[config.mk]
export PLATFORM = sky130hd
export DESIGN_NAME = filter_frame_seq
export DESIGN_NICKNAME = d
export VERILOG_FILES = /design/src/rtl/filter_frame_seq.sv
export SDC_FILE = /design/constraint.sdc
export NUM_CORES = 1
export LEC_CHECK = 0
export CAP_MARGIN = 40
export CORE_ASPECT_RATIO = 0.5
export CORE_MARGIN = 1.5
export CORE_UTILIZATION = 35
export DETAILED_ROUTE_END_ITERATION = 10
export SLEW_MARGIN = 0
export SYNTH_ARGS = -nofsm -noshare
export SYNTH_HDL_FRONTEND = slang
export SYNTH_SLANG_ARGS = --single-unit
[constraint.sdc]
create_clock -name clk -period 7.8 [get_ports clk]
set_clock_uncertainty 0.15 [all_clocks]
set_input_delay 0.78 -clock clk [delete_from_list [all_inputs] [get_ports clk]]
set_output_delay 0.78 -clock clk [all_outputs]
set_load 0.02 [all_outputs]
[src/rtl/filter_frame_seq.sv]
// Frame sequencer for a KxK window filter: clears the datapath, walks col/row over accepted beats, then waits for results.
// in_ready is purely a function of state (high only in RUN); upstream beats stall while the sequencer clears, flushes or idles.
module filter_frame_seq #(
    parameter int IMG_W     = 640,
    parameter int IMG_H     = 480,
    parameter int Ope_Size  = 3,
    parameter int FLUSH_MAX = 1024
) (
    input  logic        clk,
    input  logic        rst,
    input  logic        start,
    input  logic        in_valid,
    output logic        in_ready,
    input  logic [8:0]  op_out,
    output logic        reflesh,
    output logic        win_en,
    output logic [15:0] col,
    output logic [15:0] row,
    output logic        busy,
    output logic        done,
    output logic        err
);

    localparam logic [2:0] S_IDLE  = 3'd0;
    localparam logic [2:0] S_CLEAR = 3'd1;
    localparam logic [2:0] S_RUN   = 3'd2;
    localparam logic [2:0] S_FLUSH = 3'd3;
    localparam logic [2:0] S_DONE  = 3'd4;

    localparam logic [15:0] KM1        = 16'(Ope_Size - 1);
    localparam logic [15:0] COL_LAST   = 16'(IMG_W - 1);
    localparam logic [15:0] ROW_LAST   = 16'(IMG_H - 1);
    localparam logic [31:0] EXPECT     = 32'((IMG_W - Ope_Size + 1) * (IMG_H - Ope_Size + 1));
    localparam logic [31:0] FLUSH_LAST = 32'(FLUSH_MAX - 1);

    logic [2:0]  state;
    logic [2:0]  state_nxt;
    logic [31:0] out_cnt;
    logic [31:0] out_cnt_nxt;
    logic [31:0] timer;
    logic        accept;
    logic        last_beat;
    logic        res_vld;
    logic        unused_pix;

    assign unused_pix = ^op_out[7:0];

    assign in_ready  = (state == S_RUN);
    assign reflesh   = (state == S_CLEAR);
    assign busy      = (state != S_IDLE);
    assign done      = (state == S_DONE);
    assign accept    = in_valid & in_ready;
    assign last_beat = accept & (col == COL_LAST) & (row == ROW_LAST);
    assign win_en    = accept & (row >= KM1) & (col >= KM1);

    // Results count only while the datapath is live; the counter saturates instead of wrapping.
    assign res_vld     = op_out[8] & ((state == S_RUN) | (state == S_FLUSH));
    assign out_cnt_nxt = (res_vld && out_cnt != 32'hFFFF_FFFF) ? out_cnt + 32'd1 : out_cnt;

    always_comb begin
        state_nxt = state;
        case (state)
            S_IDLE:  if (start) state_nxt = S_CLEAR;
            S_CLEAR: state_nxt = S_RUN;
            S_RUN:   if (last_beat) state_nxt = S_FLUSH;
            // The result arriving this cycle is included, so a late final result beats the timeout.
            S_FLUSH: if (out_cnt_nxt >= EXPECT || timer == FLUSH_LAST) state_nxt = S_DONE;
            S_DONE:  state_nxt = S_IDLE;
            default: state_nxt = S_IDLE;
        endcase
    end

    always_ff @(posedge clk or negedge rst) begin
        if (!rst) begin
            state   <= S_IDLE;
            col     <= '0;
            row     <= '0;
            out_cnt <= '0;
            timer   <= '0;
            err     <= 1'b0;
        end else begin
            state <= state_nxt;
            if (state == S_CLEAR) begin
                col     <= '0;
                row     <= '0;
                out_cnt <= '0;
                timer   <= '0;
                err     <= 1'b0;
            end else begin
                out_cnt <= out_cnt_nxt;
                if (accept) begin
                    if (col == COL_LAST) begin
                        col <= '0;
                        row <= (row == ROW_LAST) ? 16'd0 : row + 16'd1;
                    end else begin
                        col <= col + 16'd1;
                    end
                end
                if (state == S_FLUSH) begin
                    timer <= timer + 32'd1;
                    if (out_cnt_nxt < EXPECT && timer == FLUSH_LAST)
                        err <= 1'b1;
                end
            end
        end
    end

endmodule

## Word level (Yosys, flattened, before mapping)

Index checks and enable logic that the tools add are counted.

- Flip-flop bits (word level): 100
- Latch bits: 0
- RAM bits: 0
- Memory bits (read-only): 0
- Input port bits: 13
- Output and inout bits: 38
- Word-level logic and storage cells: 62
- Memories: 0

- Add/sub/neg operators: 4
- Multiply operators: 0
- Div/mod/pow operators: 0
- Magnitude comparators: 4
- Equality and inequality tests: 11
- Shift-type cells: 0
- Multiplexer cells: 18
- Bitwise operators: 7
- Reductions and logical operators: 12

Operators by type and width:

| kind | number |
|---|---|
| $mux 32 | 4 |
| $mux 16 | 7 |
| $add 32x1->32 const B | 2 |
| $add 16x1->16 const B | 2 |
| $eq 32x10->1 const B | 1 |
| $ge 16x2->1 const B | 2 |
| $ge 32x19->1 const B | 1 |
| $lt 32x19->1 const B | 1 |
| $ne 32x32->1 const B | 1 |
| $eq 16x10->1 const B | 1 |
| $eq 16x9->1 const B | 1 |
| $pmux 3 s4 | 1 |
| $mux 3 | 3 |
| $reduce_bool 2->1 | 4 |
| $and 1x1->1 | 6 |
| $eq 3x2->1 const B | 2 |
| $ne 2x1->1 const B | 2 |
| $reduce_and 2->1 | 2 |
| $eq 3x1->1 const B | 1 |
| $eq 3x3->1 const B | 1 |
| $logic_not 3->1 | 1 |
| $mux 1 | 3 |
| $reduce_and 3->1 | 1 |
| $reduce_bool 3->1 | 1 |
| 4 further kinds | 5 |

## Longest topological paths before layout

Gate-level depths: netlist of the first run.

- Depth in word-level cells: 10
- Mapped depth: 12
- Mapped depth without buffers: 10

## Worst setup path before layout of the first run

Ideal clock, no wire load.

- Path type: register -> register
- From: reg out_cnt[0]
- To: reg state[0]
- Arrival: 2956 ps
- Path slack: 4574 ps
- Cell stages (with the launch flop): 11
- Buffers on the path: 1
- Cell sequence: dfrtp_1 -> ha_1 -> nand4_2 -> or3_1 -> buf_2 -> or4_4 -> nand2_4 -> o21ai_1 -> or4b_1 -> or3_1 -> a41o_1

- Longest elaborated chain between the ends: 7
- Elaborated cells on any way between the ends: 8
- Classes of those cells: add/sub (1); order compare (1); eq/ne (2); mux (1); reduce/logical (3)

RTL lines:

| element | RTL line | source |
|---|---|---|
| from (decl) | 38 | `logic [31:0] out_cnt;` |
| from (signal assigned) | 90 | `out_cnt <= out_cnt_nxt;` |
| branches (longest 2 deep; another with $add 32x1->32) | - |  |
| $mux 32 (*) | 58 | `assign out_cnt_nxt = (res_vld && out_cnt != 32'hFFFF_FFFF) ? out_cnt + 32'd1 : out_cnt;` |
| $ge 32x19->1 (*) | 67 | `S_FLUSH: if (out_cnt_nxt >= EXPECT \|\| timer == FLUSH_LAST) state_nxt = S_DONE;` |
| $logic_or 1x1->1 (*) | 67 |  |
| $ne 2x1->1 (no source line) (*) | - |  |
| $reduce_and 3->1 (no source line) (*) | - |  |
| to (signal assigned) | 82 | `state <= state_nxt;` |
| to (decl) | 36 | `logic [2:0] state;` |

Mark *: on every way between the ends.
A chain may end at the register's enable or synchronous reset.

## Final worst setup path of the first run

- From: reg state[2]
- To: out reflesh

- Longest elaborated chain between the ends: 1

RTL lines:

| element | RTL line | source |
|---|---|---|
| $eq 3x1->1 | 49 | `assign reflesh = (state == S_CLEAR);` |
| to (decl) | 15 | `output logic reflesh,` |

No other way between the ends.

==> flow_summary.yaml, run 1 <==
cells_and_area:
  diodes: 0
  syn2layout_area_growth_pct: 15.71
  layout.nets: 723
  most-common-layout-cells: "dfrtp_1, nor2_1, nand2_1"
  layout_commonest_cell: "dfrtp_1"
  utilization: 0.4138
  drive_gt1_frac: 0.05783
die:
  die_y_um: 94.40
  num_io_pins: 51
  die_area_um2: 17540
  rows: 33
  coreArea_um2: 16350
  die_width_um: 185.8
  start_util: 0.3576
synth:
  syn_area_um2: 5847
  syn_nets: 695
  synth_cell_types: 60
  synthCells: 676
  avgSynthCellArea_um2: 8.649
  synthArstFlopShare: 1.000
  synth_edf_count: 0
  ys_warn_count: 0
  ys_seq_area_frac: 0.4280
  synth_flop_cell: "dfrtp_1"
  synth-seq-cells: 100
cts:
  htree_levels: 3
  clk_pin_slew_ns: 0.07
  post_cts_buffers: 0
  numCtsBuffers: 9
  cts_hold_buf: 0
  cts_resized: 0
  cts_root_buf: "clkbuf_16"
  insertion_delay_ns: 0.36
  clock_path_buffers: 2
  tritoncts: "done"
  cts.sinks: 100
routing:
  routedWlPerCell_um: 14.67
  wirelength_met1_um: 7151
  wl_met3_um: 433
  met2WireLength_um: 6032
  top_layer: "met4"
  drtPass1Iterations: 5
  wl_um: 13730
  drc: 0
  ant_nets: 0
  drtIter0Drc: 319
  viasPerCell: 5.282
  vias: 4944
global_routing:
  grt_overflow: 0
  grt_pass1_vias: 4566
  globalRouteTotalUtil: 0.1657
  grt_pass1_wl_um: 23250
  antenna_found_initial: 0
  grt_start_max_net_pins: 53
timing:
  worstMarginPinSlew_ns: 0.9436
  setup_viol_count_final: 0
  post-route-min-period_ns: 3.985
  slew_headroom: 0.3709
  finalCritPeriodShare: 0.5109
  tns_ns: 0
  rsz0062_at_grt: "false"
  whs_ns: 0.3064
  slew_violations: 0
  timing.fmax_mhz: 250.9
  final_hold_viol_count: 0
power:
  swShare: 0.3454
  internal_power_mw: 0.9021
  power.density_nw_per_um2: 203.7
  seqPwrFrac: 0.454
  ir_drop_uv: 100.4
  clockPowerShare: 0.332
  p_switching_mw: 0.4760
  combPwrFrac: 0.214
  leakage_nw: 2.909
  power_mw: 1.378
worst_setup_path:
  startpoint: "state[2]"
  worstSetupPathType: "reg2out"
  required_ns: 6.87
  r2r_slack_ns: 3.82
  worstReg2RegEnd: "state[0]"
  critPathLaunchType: "register"
  timing.rr.start: "out_cnt[0]"
  crit_arrival_ns: 3.06
  worstPathMaxFanout: 33
  rr_worst_depth: 9
  crit_end: "reflesh"
  cp-end-kind: "primary output"
run:
  maxCapViolCount: 0
placed_design:
  dpl.hpwl_um: 9476
  portBuffers: 42
  gp_congestion: 0.8488
hold_path:
  hold_class: "in2async"
run_status:
  status: "finished, final reports clean"
-- worst min path at each step --
stage               slack [ns]  startpoint          end
floorplan                 0.30    timer[7]     timer[7]
global placement          0.33    timer[1]     timer[1]
detailed placement        0.33    timer[7]     timer[7]
CTS                       0.34         rst    timer[20]
global route              0.37         rst  out_cnt[13]
finish                    0.31         rst  out_cnt[14]
-- final cells by class --
type / instances / area (µm²)
fill: 1661 / 9585
multi-input combinational: 536 / 3168
sequential: 100 / 2502
timing repair buffer: 46 / 465.4
tap: 227 / 284.0
clock buffer: 9 / 225.2
clock inverter: 7 / 78.83
inverter: 11 / 41.29
-- per-layer routing --
metal  up-vias  GRT usage
met4         0    0.04032
met3        10    0.03355
met2        76     0.2472
li1       2461          -
met5         -          0
met1      2397     0.2442
-- sequential cells by signal, indices dropped and copies added, names as in the netlist --
signal	count
out_cnt	32
timer	32
col	16
row	16
state	3
err	1
-- cells by family (layout without fill, tap and decap cells) --
kind of cell,count (synthesis),count (layout),synth area share
xor+xnor,60,60,0.08988
flops,100,100,0.4280
buf+inv,40,73,0.03146
simple gates,368,368,0.3315
fa+ha+maj,6,6,0.01284
compound gates,99,99,0.1012
mux,3,3,0.005136
-- Yosys cell counts (3+ instances only) --
master | instances | area [µm²]
nand3_1 | 41 | 205.2
xnor2_1 | 19 | 166.4
dfrtp_1 | 100 | 2502
o2111ai_1 | 4 | 35.03
inv_1 | 11 | 41.29
or3_1 | 15 | 93.84
o21a_1 | 3 | 22.52
clkbuf_1 | 16 | 60.06
nand4_1 | 19 | 118.9
xor2_1 | 41 | 359.1
and2_1 | 5 | 31.28
mux2i_1 | 3 | 30.03
buf_4 | 3 | 22.52
ha_1 | 6 | 75.07
o22ai_1 | 3 | 18.77
nor2b_1 | 7 | 43.79
o31ai_1 | 7 | 52.55
o21ai_0 | 45 | 225.2
nor4_1 | 18 | 112.6
nor3_1 | 21 | 105.1
or4_1 | 5 | 37.54
a21oi_1 | 22 | 110.1
and3_1 | 27 | 168.9
nor2_1 | 100 | 375.4
nor3b_1 | 7 | 52.55
nand2b_1 | 6 | 37.54
nand2_1 | 71 | 266.5
buf_2 | 5 | 25.02
-- critical path, stage by stage, from the launching register on --
cell	delay, ns
dfrtp_1	0.46
nand2b_1	0.44
nor2_4	0.55
buf_16	0.21
buf_4	0.35
clkdlybuf4s50_1	0.68
-- power groups by stage --
stage	sequential [mW]	clock [mW]	combinational, mW
after floorplan	0.622	0	0.200
after global placement	0.633	0	0.290
after detailed placement	0.635	0	0.297
after CTS	0.625	0.471	0.299
after global routing	0.635	0.491	0.333
final	0.626	0.457	0.294
-- metrics by stage --
| step | cells | setup WS (ns) | cell area [µm²] |
|---|---|---|---|
| after detailed placement | 920 | 3.637 | 6461 |
| after CTS | 936 | 3.722 | 6765 |
| after floorplan | 676 | 4.574 | 5847 |
| final | 936 | 3.815 | 6765 |
| after global routing | 936 | 3.549 | 6765 |
| after global placement | 918 | 3.664 | 6429 |
No activity file was read; power rests on OpenSTA's default activity.
==> run 2: changes to the inputs <==
==> constraint.sdc (replaced) <==
create_clock -name clk -period 3.9 [get_ports clk]
set_clock_uncertainty 0.15 [all_clocks]
set_input_delay 0.39 -clock clk [delete_from_list [all_inputs] [get_ports clk]]
set_output_delay 0.39 -clock clk [all_outputs]
set_load 0.02 [all_outputs]
==> flow_summary.yaml, run 2 (synthesis results as in run 1) <==
cts:
  numCtsBuffers: 9
  cts_hold_buf: 1
  cts_resized: 0
  clk_pin_slew_ns: 0.07
  htree_levels: 3
  clock_path_buffers: 2
  cts_root_buf: "clkbuf_16"
  cts.sinks: 100
  post_cts_buffers: 0
  tritoncts: "done"
  insertion_delay_ns: 0.35
cells_and_area:
  layout.nets: 734
  most-common-layout-cells: "dfrtp_1, nor2_1, nand2_1"
  top_regs: "out_cnt: 32 flops, timer: 32 flops"
  fin_area_um2: 6844
  syn2layout_area_growth_pct: 17.06
  layout_commonest_cell: "dfrtp_1"
  diodes: 0
  drive_gt1_frac: 0.07083
routing:
  drc: 0
  routedWlPerCell_um: 14.54
  viasPerCell: 5.264
  ant_nets: 0
  drtIter0Drc: 285
  wl_um: 13770
  vias: 4985
  drtPass1Iterations: 4
worst_setup_path:
  required_ns: 3.99
  path_delay_family: "simple AND/OR/NAND/NOR gates"
  crit_chain: "ha_1 > nand4_2 > or3_1 > nor4_4 > or4_1 > xor2_1 > or4b_1 > or3_1 > a41o_1"
  worstSetupPathType: "reg2reg"
  r2r_slack_ns: 0.25
  max_stage_delay_ns: 0.54
  cp_common_cell: "or3_1"
  rr_worst_depth: 9
  worstReg2RegEnd: "state[0]"
  critPathBufInv: 0
  critPathLaunchType: "register"
  crit_slowest_cell: "or4b_1"
  crit_arrival_ns: 3.74
  worstPathMaxFanout: 8
  timing.rr.start: "out_cnt[0]"
  cp.depth: 9
  cp-end-kind: "register"
die:
  rows: 33
  die_width_um: 185.8
  start_util: 0.3576
  die_y_um: 94.40
  die_area_um2: 17540
  coreArea_um2: 16350
  num_io_pins: 51
timing:
  rsz0062_at_grt: "false"
  final_hold_viol_count: 0
  finalCritPeriodShare: 0.9372
  setup_viol_count_final: 0
  post-route-min-period_ns: 3.655
  worstMarginPinSlew_ns: 0.7860
  tns_ns: 0
  timing.fmax_mhz: 273.6
  slew_headroom: 0.4740
  slew_violations: 0
placed_design:
  portBuffers: 42
  placed_area_um2: 6519
  dpl.hpwl_um: 9648
  gp_congestion: 0.8355
global_routing:
  grt_overflow: 0
  antenna_found_initial: 0
  grt_pass1_wl_um: 23000
  grt_pass1_vias: 4610
  grt_start_max_net_pins: 58
  globalRouteTotalUtil: 0.1646
hold_path:
  hold_end: "timer[7]"
  hold_class: "reg2reg"
  min_delay_path_depth: 1
  min-delay-start: "timer[7]"
run_status:
  status: "finished, final reports clean"
power:
  swShare: 0.3306
  combPwrFrac: 0.225
  power.density_nw_per_um2: 413.0
  internal_power_mw: 1.892
  clockPowerShare: 0.339
  leakage_nw: 2.965
  seqPwrFrac: 0.435
  ir_drop_uv: 180.5
  p_switching_mw: 0.9346
run:
  maxCapViolCount: 0
==> run 2: changes by cell type in the layout (fill, tap and decap cells not counted), sizes merged <==
| cell | delta |
|---|---|
| buf | +10 |
| bufinv | +1 |
| dlygate4sd3 | +1 |
| clkinv | -2 |
| clkbuf | +1 |
==> run 2: power groups by stage <==
stage,registers [mW],clock network (mW),logic [mW]
after floorplan,1.24,0,0.401
after global placement,1.24,0,0.636
after detailed placement,1.25,0,0.645
after CTS,1.23,0.984,0.647
after global routing,1.25,1.03,0.716
final,1.23,0.960,0.636
==> run 2: worst max-delay path by stage <==
stage | start | endpoint | slack (ns)
after detailed placement | out_cnt[0] | state[0] | 0.30
after global placement | out_cnt[0] | state[0] | 0.34
after CTS | out_cnt[0] | state[0] | 0.27
final | out_cnt[0] | state[0] | 0.25
after floorplan | out_cnt[0] | state[0] | 0.67
after global routing | out_cnt[0] | state[0] | 0.05
==> run 2: layer usage <==
metal / GRT usage / share of wire / up-vias / wire length [µm]
met4: 0.03831 / 0.010 / 0 / 141
met2: 0.2649 / 0.46 / 77 / 6300
li1: - / - / 2478 / -
met5: 0 / 0 / - / 0
met3: 0.03085 / 0.033 / 13 / 450
met1: 0.2301 / 0.50 / 2417 / 6874
==> run 2: through the flow <==
step | setup slack [ns] | utilization | hold WS [ns] | power (mW) | cells
floorplan | 0.6735 | - | -0.05559 | 1.644 | 676
global placement | 0.3372 | 0.3987 | 0.3258 | 1.881 | 930
detailed placement | 0.3018 | 0.3987 | 0.3329 | 1.893 | 930
CTS | 0.2744 | 0.4186 | 0.3439 | 2.860 | 947
global route | 0.05383 | 0.4186 | 0.3826 | 2.988 | 947
finish | 0.2451 | 0.4186 | 0.3419 | 2.827 | 947
==> run 2: layout make-up <==
| type | instances | area (µm²) |
|---|---|---|
| repair buffers | 57 | 533.0 |
| flip-flops and latches | 100 | 2502 |
| clock inverters | 6 | 76.32 |
| fillers | 1654 | 9507 |
| well taps | 227 | 284.0 |
| clock buffers | 10 | 239.0 |
| multi-input cells | 536 | 3168 |
| inverters | 11 | 41.29 |
